`config.mk`:
```
export PLATFORM = sky130hd
export DESIGN_NAME = multicycle_control_fsm_flat
export DESIGN_NICKNAME = d
export VERILOG_FILES = /design/src/rtl/multicycle_control_fsm_pkg.sv /design/src/rtl/multicycle_control_fsm_if.sv /design/src/rtl/multicycle_control_fsm_ctrl_outdec.sv /design/src/rtl/multicycle_control_fsm.sv /design/src/flat_wrapper.sv
export SDC_FILE = /design/constraint.sdc
export NUM_CORES = 1
export LEC_CHECK = 0
export BUFFER_PORTS_ARGS = -buffer_cell sky130_fd_sc_hd__buf_2
export CAP_MARGIN = 10
export CORE_MARGIN = 5
export CORE_UTILIZATION = 40
export DETAILED_ROUTE_END_ITERATION = 10
export PLACE_DENSITY_LB_ADDON = 0.12
export SLEW_MARGIN = 20
export SYNTH_ARGS = -nofsm -noshare
export SYNTH_HDL_FRONTEND = slang
export SYNTH_SLANG_ARGS = --single-unit
```
`constraint.sdc`:
```
create_clock -name clk -period 1.7 [get_ports clk]
set_input_delay 0.255 -clock clk [delete_from_list [all_inputs] [get_ports clk]]
set_output_delay 0.255 -clock clk [all_outputs]
set_load 0.05 [all_outputs]
```
`src/rtl/multicycle_control_fsm_pkg.sv`:
```
// Shared definitions for the multi-cycle control unit,
// ALU-control decoder and datapath.
package multicycle_control_fsm_pkg;

  localparam logic [5:0] OP_RTYPE = 6'b000000;
  localparam logic [5:0] OP_LW    = 6'b100011;
  localparam logic [5:0] OP_SW    = 6'b101011;
  localparam logic [5:0] OP_BEQ   = 6'b000100;
  localparam logic [5:0] OP_NORI  = 6'b001101;

  localparam logic [1:0] ALUOP_ADD   = 2'b00;
  localparam logic [1:0] ALUOP_SUB   = 2'b01;
  localparam logic [1:0] ALUOP_RTYPE = 2'b10;
  localparam logic [1:0] ALUOP_NORI  = 2'b11;

  localparam logic [1:0] M2R_ALUOUT = 2'b00;
  localparam logic [1:0] M2R_MDR    = 2'b01;
  localparam logic [1:0] M2R_PC     = 2'b10;

  localparam logic [1:0] RD_RT  = 2'b00;
  localparam logic [1:0] RD_RD  = 2'b01;
  localparam logic [1:0] RD_R31 = 2'b10;

  localparam logic [1:0] ASB_B     = 2'b00;
  localparam logic [1:0] ASB_FOUR  = 2'b01;
  localparam logic [1:0] ASB_IMM   = 2'b10;
  localparam logic [1:0] ASB_IMMSH = 2'b11;

  localparam logic [1:0] PCS_ALU    = 2'b00;
  localparam logic [1:0] PCS_ALUOUT = 2'b01;
  localparam logic [1:0] PCS_A      = 2'b10;

  typedef enum logic [3:0] {
    S_FETCH  = 4'd0,
    S_DECODE = 4'd1,
    S_MEMADR = 4'd2,
    S_MEMRD  = 4'd3,
    S_MEMWB  = 4'd4,
    S_MEMWR  = 4'd5,
    S_RTEXEC = 4'd6,
    S_RTWB   = 4'd7,
    S_BEQ    = 4'd8,
    S_ITEXEC = 4'd9,
    S_ITWB   = 4'd10,
    S_BALRZ  = 4'd11
  } state_t;

  typedef struct packed {
    logic [1:0] aluop;
    logic       pcwrite;
    logic       pcwritecond;
    logic       iord;
    logic       memread;
    logic       memwrite;
    logic       irwrite;
    logic [1:0] memtoreg;
    logic [1:0] regdst;
    logic       regwrite;
    logic       alusrca;
    logic [1:0] alusrcb;
    logic [1:0] pcsource;
    logic       instr_done;
  } ctrl_t;

endpackage

```
`src/rtl/multicycle_control_fsm_if.sv`:
```
// Control bundle between the control FSM and the datapath:
// opcode/status inputs and all mux selects and write enables.
interface multicycle_control_fsm_if;
  logic [5:0] op;
  logic       balrz;
  logic       zflag;
  logic [1:0] aluop;
  logic       pcwrite;
  logic       pcwritecond;
  logic       iord;
  logic       memread;
  logic       memwrite;
  logic       irwrite;
  logic [1:0] memtoreg;
  logic [1:0] regdst;
  logic       regwrite;
  logic       alusrca;
  logic [1:0] alusrcb;
  logic [1:0] pcsource;
  logic       instr_done;
  logic       illegal_op;

  modport master (
    input  op, balrz, zflag,
    output aluop, pcwrite, pcwritecond, iord,
    output memread, memwrite, irwrite,
    output memtoreg, regdst, regwrite,
    output alusrca, alusrcb, pcsource,
    output instr_done, illegal_op
  );

  modport slave (
    output op, balrz, zflag,
    input  aluop, pcwrite, pcwritecond, iord,
    input  memread, memwrite, irwrite,
    input  memtoreg, regdst, regwrite,
    input  alusrca, alusrcb, pcsource,
    input  instr_done, illegal_op
  );
endinterface

```
`src/rtl/multicycle_control_fsm_ctrl_outdec.sv`:
```
// Moore output decoder: state (+zflag in BALRZ) to control vector.
module ctrl_outdec
  import multicycle_control_fsm_pkg::*;
(
  input  state_t i_state,
  input  logic   i_zflag,
  output ctrl_t  o_ctrl
);

  always_comb begin
    o_ctrl = '0;
    unique case (i_state)
      S_FETCH: begin
        o_ctrl.memread = 1'b1;
        o_ctrl.irwrite = 1'b1;
        o_ctrl.alusrcb = ASB_FOUR;
        o_ctrl.aluop   = ALUOP_ADD;
        o_ctrl.pcwrite = 1'b1;
      end
      S_DECODE: begin
        o_ctrl.alusrcb = ASB_IMMSH;
        o_ctrl.aluop   = ALUOP_ADD;
      end
      S_MEMADR: begin
        o_ctrl.alusrca = 1'b1;
        o_ctrl.alusrcb = ASB_IMM;
        o_ctrl.aluop   = ALUOP_ADD;
      end
      S_MEMRD: begin
        o_ctrl.memread = 1'b1;
        o_ctrl.iord    = 1'b1;
      end
      S_MEMWB: begin
        o_ctrl.regwrite   = 1'b1;
        o_ctrl.memtoreg   = M2R_MDR;
        o_ctrl.regdst     = RD_RT;
        o_ctrl.instr_done = 1'b1;
      end
      S_MEMWR: begin
        o_ctrl.memwrite   = 1'b1;
        o_ctrl.iord       = 1'b1;
        o_ctrl.instr_done = 1'b1;
      end
      S_RTEXEC: begin
        o_ctrl.alusrca = 1'b1;
        o_ctrl.alusrcb = ASB_B;
        o_ctrl.aluop   = ALUOP_RTYPE;
      end
      S_RTWB: begin
        o_ctrl.regwrite   = 1'b1;
        o_ctrl.regdst     = RD_RD;
        o_ctrl.memtoreg   = M2R_ALUOUT;
        o_ctrl.instr_done = 1'b1;
      end
      S_BEQ: begin
        o_ctrl.alusrca     = 1'b1;
        o_ctrl.aluop       = ALUOP_SUB;
        o_ctrl.pcwritecond = 1'b1;
        o_ctrl.pcsource    = PCS_ALUOUT;
        o_ctrl.instr_done  = 1'b1;
      end
      S_ITEXEC: begin
        o_ctrl.alusrca = 1'b1;
        o_ctrl.alusrcb = ASB_IMM;
        o_ctrl.aluop   = ALUOP_NORI;
      end
      S_ITWB: begin
        o_ctrl.regwrite   = 1'b1;
        o_ctrl.regdst     = RD_RT;
        o_ctrl.memtoreg   = M2R_ALUOUT;
        o_ctrl.instr_done = 1'b1;
      end
      S_BALRZ: begin
        o_ctrl.instr_done = 1'b1;
        // link PC+4 into $31 on the same edge the PC loads A
        if (i_zflag) begin
          o_ctrl.pcwrite  = 1'b1;
          o_ctrl.pcsource = PCS_A;
          o_ctrl.regwrite = 1'b1;
          o_ctrl.regdst   = RD_R31;
          o_ctrl.memtoreg = M2R_PC;
        end
      end
      default: o_ctrl = '0;
    endcase
  end

endmodule

```
`src/rtl/multicycle_control_fsm.sv`:
```
// Multi-cycle main control FSM: state register, next-state
// logic and reset gating of the decoded control vector.
module multicycle_control_fsm
  import multicycle_control_fsm_pkg::*;
(
  input  logic                     clk,
  input  logic                     reset,
  multicycle_control_fsm_if.master bus
);

  state_t r_state;
  state_t w_next;
  logic   w_illegal;
  ctrl_t  w_dec;
  ctrl_t  w_out;

  always_ff @(posedge clk) begin
    if (reset) r_state <= S_FETCH;
    else       r_state <= w_next;
  end

  always_comb begin
    w_next    = S_FETCH;
    w_illegal = 1'b0;
    unique case (r_state)
      S_FETCH: w_next = S_DECODE;
      S_DECODE: begin
        unique case (bus.op)
          OP_LW, OP_SW: w_next = S_MEMADR;
          OP_RTYPE:     w_next = S_RTEXEC;
          OP_BEQ:       w_next = S_BEQ;
          OP_NORI:      w_next = S_ITEXEC;
          default: begin
            w_next    = S_FETCH;
            w_illegal = 1'b1;
          end
        endcase
      end
      S_MEMADR: w_next = (bus.op == OP_LW) ? S_MEMRD : S_MEMWR;
      S_MEMRD:  w_next = S_MEMWB;
      S_RTEXEC: w_next = bus.balrz ? S_BALRZ : S_RTWB;
      S_ITEXEC: w_next = S_ITWB;
      default:  w_next = S_FETCH;
    endcase
  end

  ctrl_outdec u_outdec (
    .i_state (r_state),
    .i_zflag (bus.zflag),
    .o_ctrl  (w_dec)
  );

  // reset masks everything so no write enable fires mid-abort
  assign w_out = reset ? '0 : w_dec;

  assign bus.aluop       = w_out.aluop;
  assign bus.pcwrite     = w_out.pcwrite;
  assign bus.pcwritecond = w_out.pcwritecond;
  assign bus.iord        = w_out.iord;
  assign bus.memread     = w_out.memread;
  assign bus.memwrite    = w_out.memwrite;
  assign bus.irwrite     = w_out.irwrite;
  assign bus.memtoreg    = w_out.memtoreg;
  assign bus.regdst      = w_out.regdst;
  assign bus.regwrite    = w_out.regwrite;
  assign bus.alusrca     = w_out.alusrca;
  assign bus.alusrcb     = w_out.alusrcb;
  assign bus.pcsource    = w_out.pcsource;
  assign bus.instr_done  = w_out.instr_done;
  assign bus.illegal_op  = w_illegal & ~reset;

endmodule

```
`src/flat_wrapper.sv`:
```
// flat-port wrapper written by rule: the top's interface ports become plain ports
module multicycle_control_fsm_flat import multicycle_control_fsm_pkg::*;
  (clk, reset, bus_op, bus_balrz, bus_zflag, bus_aluop, bus_pcwrite, bus_pcwritecond, bus_iord, bus_memread, bus_memwrite, bus_irwrite, bus_memtoreg, bus_regdst, bus_regwrite, bus_alusrca, bus_alusrcb, bus_pcsource, bus_instr_done, bus_illegal_op);
  multicycle_control_fsm_if bus_i ();
  input  logic clk;
  input  logic reset;
  input wire logic [$bits(bus_i.op)-1:0] bus_op;
  input wire logic [$bits(bus_i.balrz)-1:0] bus_balrz;
  input wire logic [$bits(bus_i.zflag)-1:0] bus_zflag;
  output wire logic [$bits(bus_i.aluop)-1:0] bus_aluop;
  output wire logic [$bits(bus_i.pcwrite)-1:0] bus_pcwrite;
  output wire logic [$bits(bus_i.pcwritecond)-1:0] bus_pcwritecond;
  output wire logic [$bits(bus_i.iord)-1:0] bus_iord;
  output wire logic [$bits(bus_i.memread)-1:0] bus_memread;
  output wire logic [$bits(bus_i.memwrite)-1:0] bus_memwrite;
  output wire logic [$bits(bus_i.irwrite)-1:0] bus_irwrite;
  output wire logic [$bits(bus_i.memtoreg)-1:0] bus_memtoreg;
  output wire logic [$bits(bus_i.regdst)-1:0] bus_regdst;
  output wire logic [$bits(bus_i.regwrite)-1:0] bus_regwrite;
  output wire logic [$bits(bus_i.alusrca)-1:0] bus_alusrca;
  output wire logic [$bits(bus_i.alusrcb)-1:0] bus_alusrcb;
  output wire logic [$bits(bus_i.pcsource)-1:0] bus_pcsource;
  output wire logic [$bits(bus_i.instr_done)-1:0] bus_instr_done;
  output wire logic [$bits(bus_i.illegal_op)-1:0] bus_illegal_op;
  assign bus_i.op = bus_op;
  assign bus_i.balrz = bus_balrz;
  assign bus_i.zflag = bus_zflag;
  assign bus_aluop = bus_i.aluop;
  assign bus_pcwrite = bus_i.pcwrite;
  assign bus_pcwritecond = bus_i.pcwritecond;
  assign bus_iord = bus_i.iord;
  assign bus_memread = bus_i.memread;
  assign bus_memwrite = bus_i.memwrite;
  assign bus_irwrite = bus_i.irwrite;
  assign bus_memtoreg = bus_i.memtoreg;
  assign bus_regdst = bus_i.regdst;
  assign bus_regwrite = bus_i.regwrite;
  assign bus_alusrca = bus_i.alusrca;
  assign bus_alusrcb = bus_i.alusrcb;
  assign bus_pcsource = bus_i.pcsource;
  assign bus_instr_done = bus_i.instr_done;
  assign bus_illegal_op = bus_i.illegal_op;
  multicycle_control_fsm u_core (.clk(clk), .reset(reset), .bus(bus_i));
endmodule
```
==> run metrics <==
clock sink total 4; Top Registers u_core.r_state x4; syn nets 87; Design Area, Final 0.00119 mm^2; DRC 0; #FFs+latches synth 4; Final nets 136; Core ar. 0.00127 mm^2; Port-buffer cells 29; CTS tree yes; status finished, violations left; period utilisation layout 102%; Reg-to-Reg Start u_core.r_state[1]; CTS root buffer clkbuf_4; arrival time worst endpoint 1480 ps; grt total ovfl 0; internal power 259 uW; share of cells above drive strength 1 73.4%; setup TNS -87.4 ps; clock network power share 29.1%; Syn Area/Cell 6.79 um^2; RSZ-0062 raised after global routing true; failing checks negative setup slack; Req. time, crit path 1440 ps; Worst-path clk slew 40 ps; headroom to the max-slew limit 49.5%; # fillers 40; Net Sw Frac 39.4%; Peak VDD IR 0.299 mV; Die W 46.2 um; Final Setup Violations 4; Hold Path Depth 3; routed wire length 2.69 mm; placed wire-length estimate 1.42 mm; GPL Wtd Cong 0.789; critical path endpoint category primary output; initial DRC count 45; Worst Hold Margin 340 ps; # placed instances 130; Setup CP Type reg2out; antenna-violating nets left 0; first-pass GRT wire length 3.46 mm; Post-CTS Hold Buffers 0; Die Y 46.2 um; Worst R2R End u_core.r_state[2]; gr usage total 22.2%; Avg WL per Cell 19.4 um; clock skew 0.855 ps; worst skew pair latency 240 ps; Synth cell types 32; number of global-route vias before repair 799; clk buf depth 2; Synth Warn # 0; synthesized instance count 77; register area share after synthesis 15.3%; Seq pwr share 23.5%; router iterations before antenna repair 4; Startpoint Class flip-flop; leak pwr 0.000453 uW; switching power total 169 uW; CTS HTree Levels 1; Slew Limit Fails 0; Hold Crit Class in2reg; placed standard-cell area 980 um^2; Via density 6.21; number of flip-flops in the largest register 4; I/O pins 30; Inserted Clock Buffers 3; antenna cells 0; final hold vios 0; Syn Std Cell Area 523 um^2; initial core utilization 41.2%; routed vias 863; Layout area overhead 128%; Final WS setup -36.4 ps; Endpoint, Worst Hold u_core.r_state[3]; max-cap viol count 0; initial antenna violation count 0; worst slew pin tran 757 ps; r2r setup slk 120 ps; Final min period 1740 ps; largest net degree at the start of global routing 21; hold path start bus_balrz; row count 13; PwrDens 359 mW/mm^2; total die area 0.00213 mm^2; Biggest register u_core.r_state; Logic pwr share 47.4%; Non-Filler Instances 139; Fmax 0.576 GHz; r2r worst-path depth 5; Worst Path Max Fanout 7
## cells in the final DEF (no fill, tap or decap), types with 4 or more instances in the layout
| cell type | instances |
|---|---|
| nor3_2 | 6 |
| clkbuf_4 | 4 |
| nor2_2 | 4 |
| nor2_1 | 4 |
| buf_4 | 22 |
| buf_6 | 14 |
| buf_2 | 14 |
## kinds of logic (layout without fill, tap and decap cells)
| kind of cell | Yosys count | count (layout) | share of synthesized area (%) |
|---|---|---|---|
| xor gates and xnor gates | 1 | 1 | 1.67 |
| muxes | 2 | 2 | 4.07 |
| DFF | 4 | 4 | 15.3 |
| AOI/OAI and AO/OA | 14 | 14 | 18.4 |
| and+or+nand+nor | 46 | 46 | 52.6 |
| buffers and inverters | 10 | 57 | 7.90 |
## synthesized netlist by cell type (all sizes together)
cell type | number | area share, %
nor3 | 12 | 12
nor2 | 8 | 5.7
or4b | 3 | 5.7
buf | 3 | 2.9
a22oi | 1 | 1.4
o21ai | 1 | 0.96
nand3 | 2 | 1.9
or3b | 1 | 1.7
a221oi | 1 | 1.7
nand2 | 3 | 2.2
o21a | 1 | 1.4
o21bai | 1 | 1.4
or4 | 2 | 3.6
a211oi | 3 | 4.3
mux2i | 1 | 1.9
nand3b | 2 | 2.9
o22ai | 1 | 1.2
a31oi | 2 | 2.4
xnor2 | 1 | 1.7
nor4 | 4 | 4.8
a2111oi | 1 | 1.7
nand2b | 5 | 6.0
inv | 2 | 1.4
a21oi | 2 | 1.9
dfxtp | 4 | 15
clkbuf | 5 | 3.6
nor4b | 2 | 3.3
or2 | 2 | 2.4
mux2 | 1 | 2.2
## repair_timing
item | in CTS | in global routing
resized for setup | 17 | 33
pin swaps | 3 | 7
setup buffers | 3 | 3
setup endpoints to repair | 18 | 19
## power groups by stage
stage                     registers (uW)  logic (uW)  clock network (uW)
after global routing                 101         213                 132
final                                101         203                 124
after floorplan                      101         118                   0
after detailed placement             102         159                   0
after CTS                            100         176                 115
after global placement               103         157                   0
## critical path, cell delays in order (launching register included)
cell     delay (ps)
dfxtp_4         370
or2_4           270
mux2_4          290
nor3_4          130
buf_6           180
## routing by layer
layer	wire length, um	global-route usage (%)	share of wire [%]	vias up
met1	994	26.4	37	398
met5	0	0	0	-
met2	1360	36.8	50	69
met3	239	3.13	8.9	12
met4	99	13.6	3.7	0
li1	-	-	-	384
## stage by stage
step	utilization, %	total power, uW	worst slack [ps]
after detailed placement	77.2	262	-103
final	94.0	428	-36.4
after floorplan	-	219	-66.9
after global placement	77.2	259	-86.9
after CTS	84.7	391	-33.2
after global routing	94.0	445	-104
## layout make-up
class	instances	area (um^2)	area share, %
multi-input cells	63	627	52.6
repair buffers	52	420	35.3
inverters	2	11.3	0.944
flip-flops and latches	4	92.6	7.76
well taps	15	18.8	1.57
clock buffers	3	22.5	1.89
## worst max-delay path by stage
stage / cells past startpoint / from / slack [ps] / endpoint
3_3_place_gp: 6 / bus_op[0] / -90 / bus_illegal_op
4_1_cts: 5 / u_core.r_state[0] / -30 / bus_alusrca
2_1_floorplan: 3 / reset / -70 / bus_memwrite
5_1_grt: 6 / u_core.r_state[1] / -100 / bus_aluop[1]
6_report: 4 / u_core.r_state[0] / -40 / bus_pcwrite
3_5_place_dp: 6 / bus_op[0] / -100 / bus_illegal_op
(Power assumes the default switching activity.)
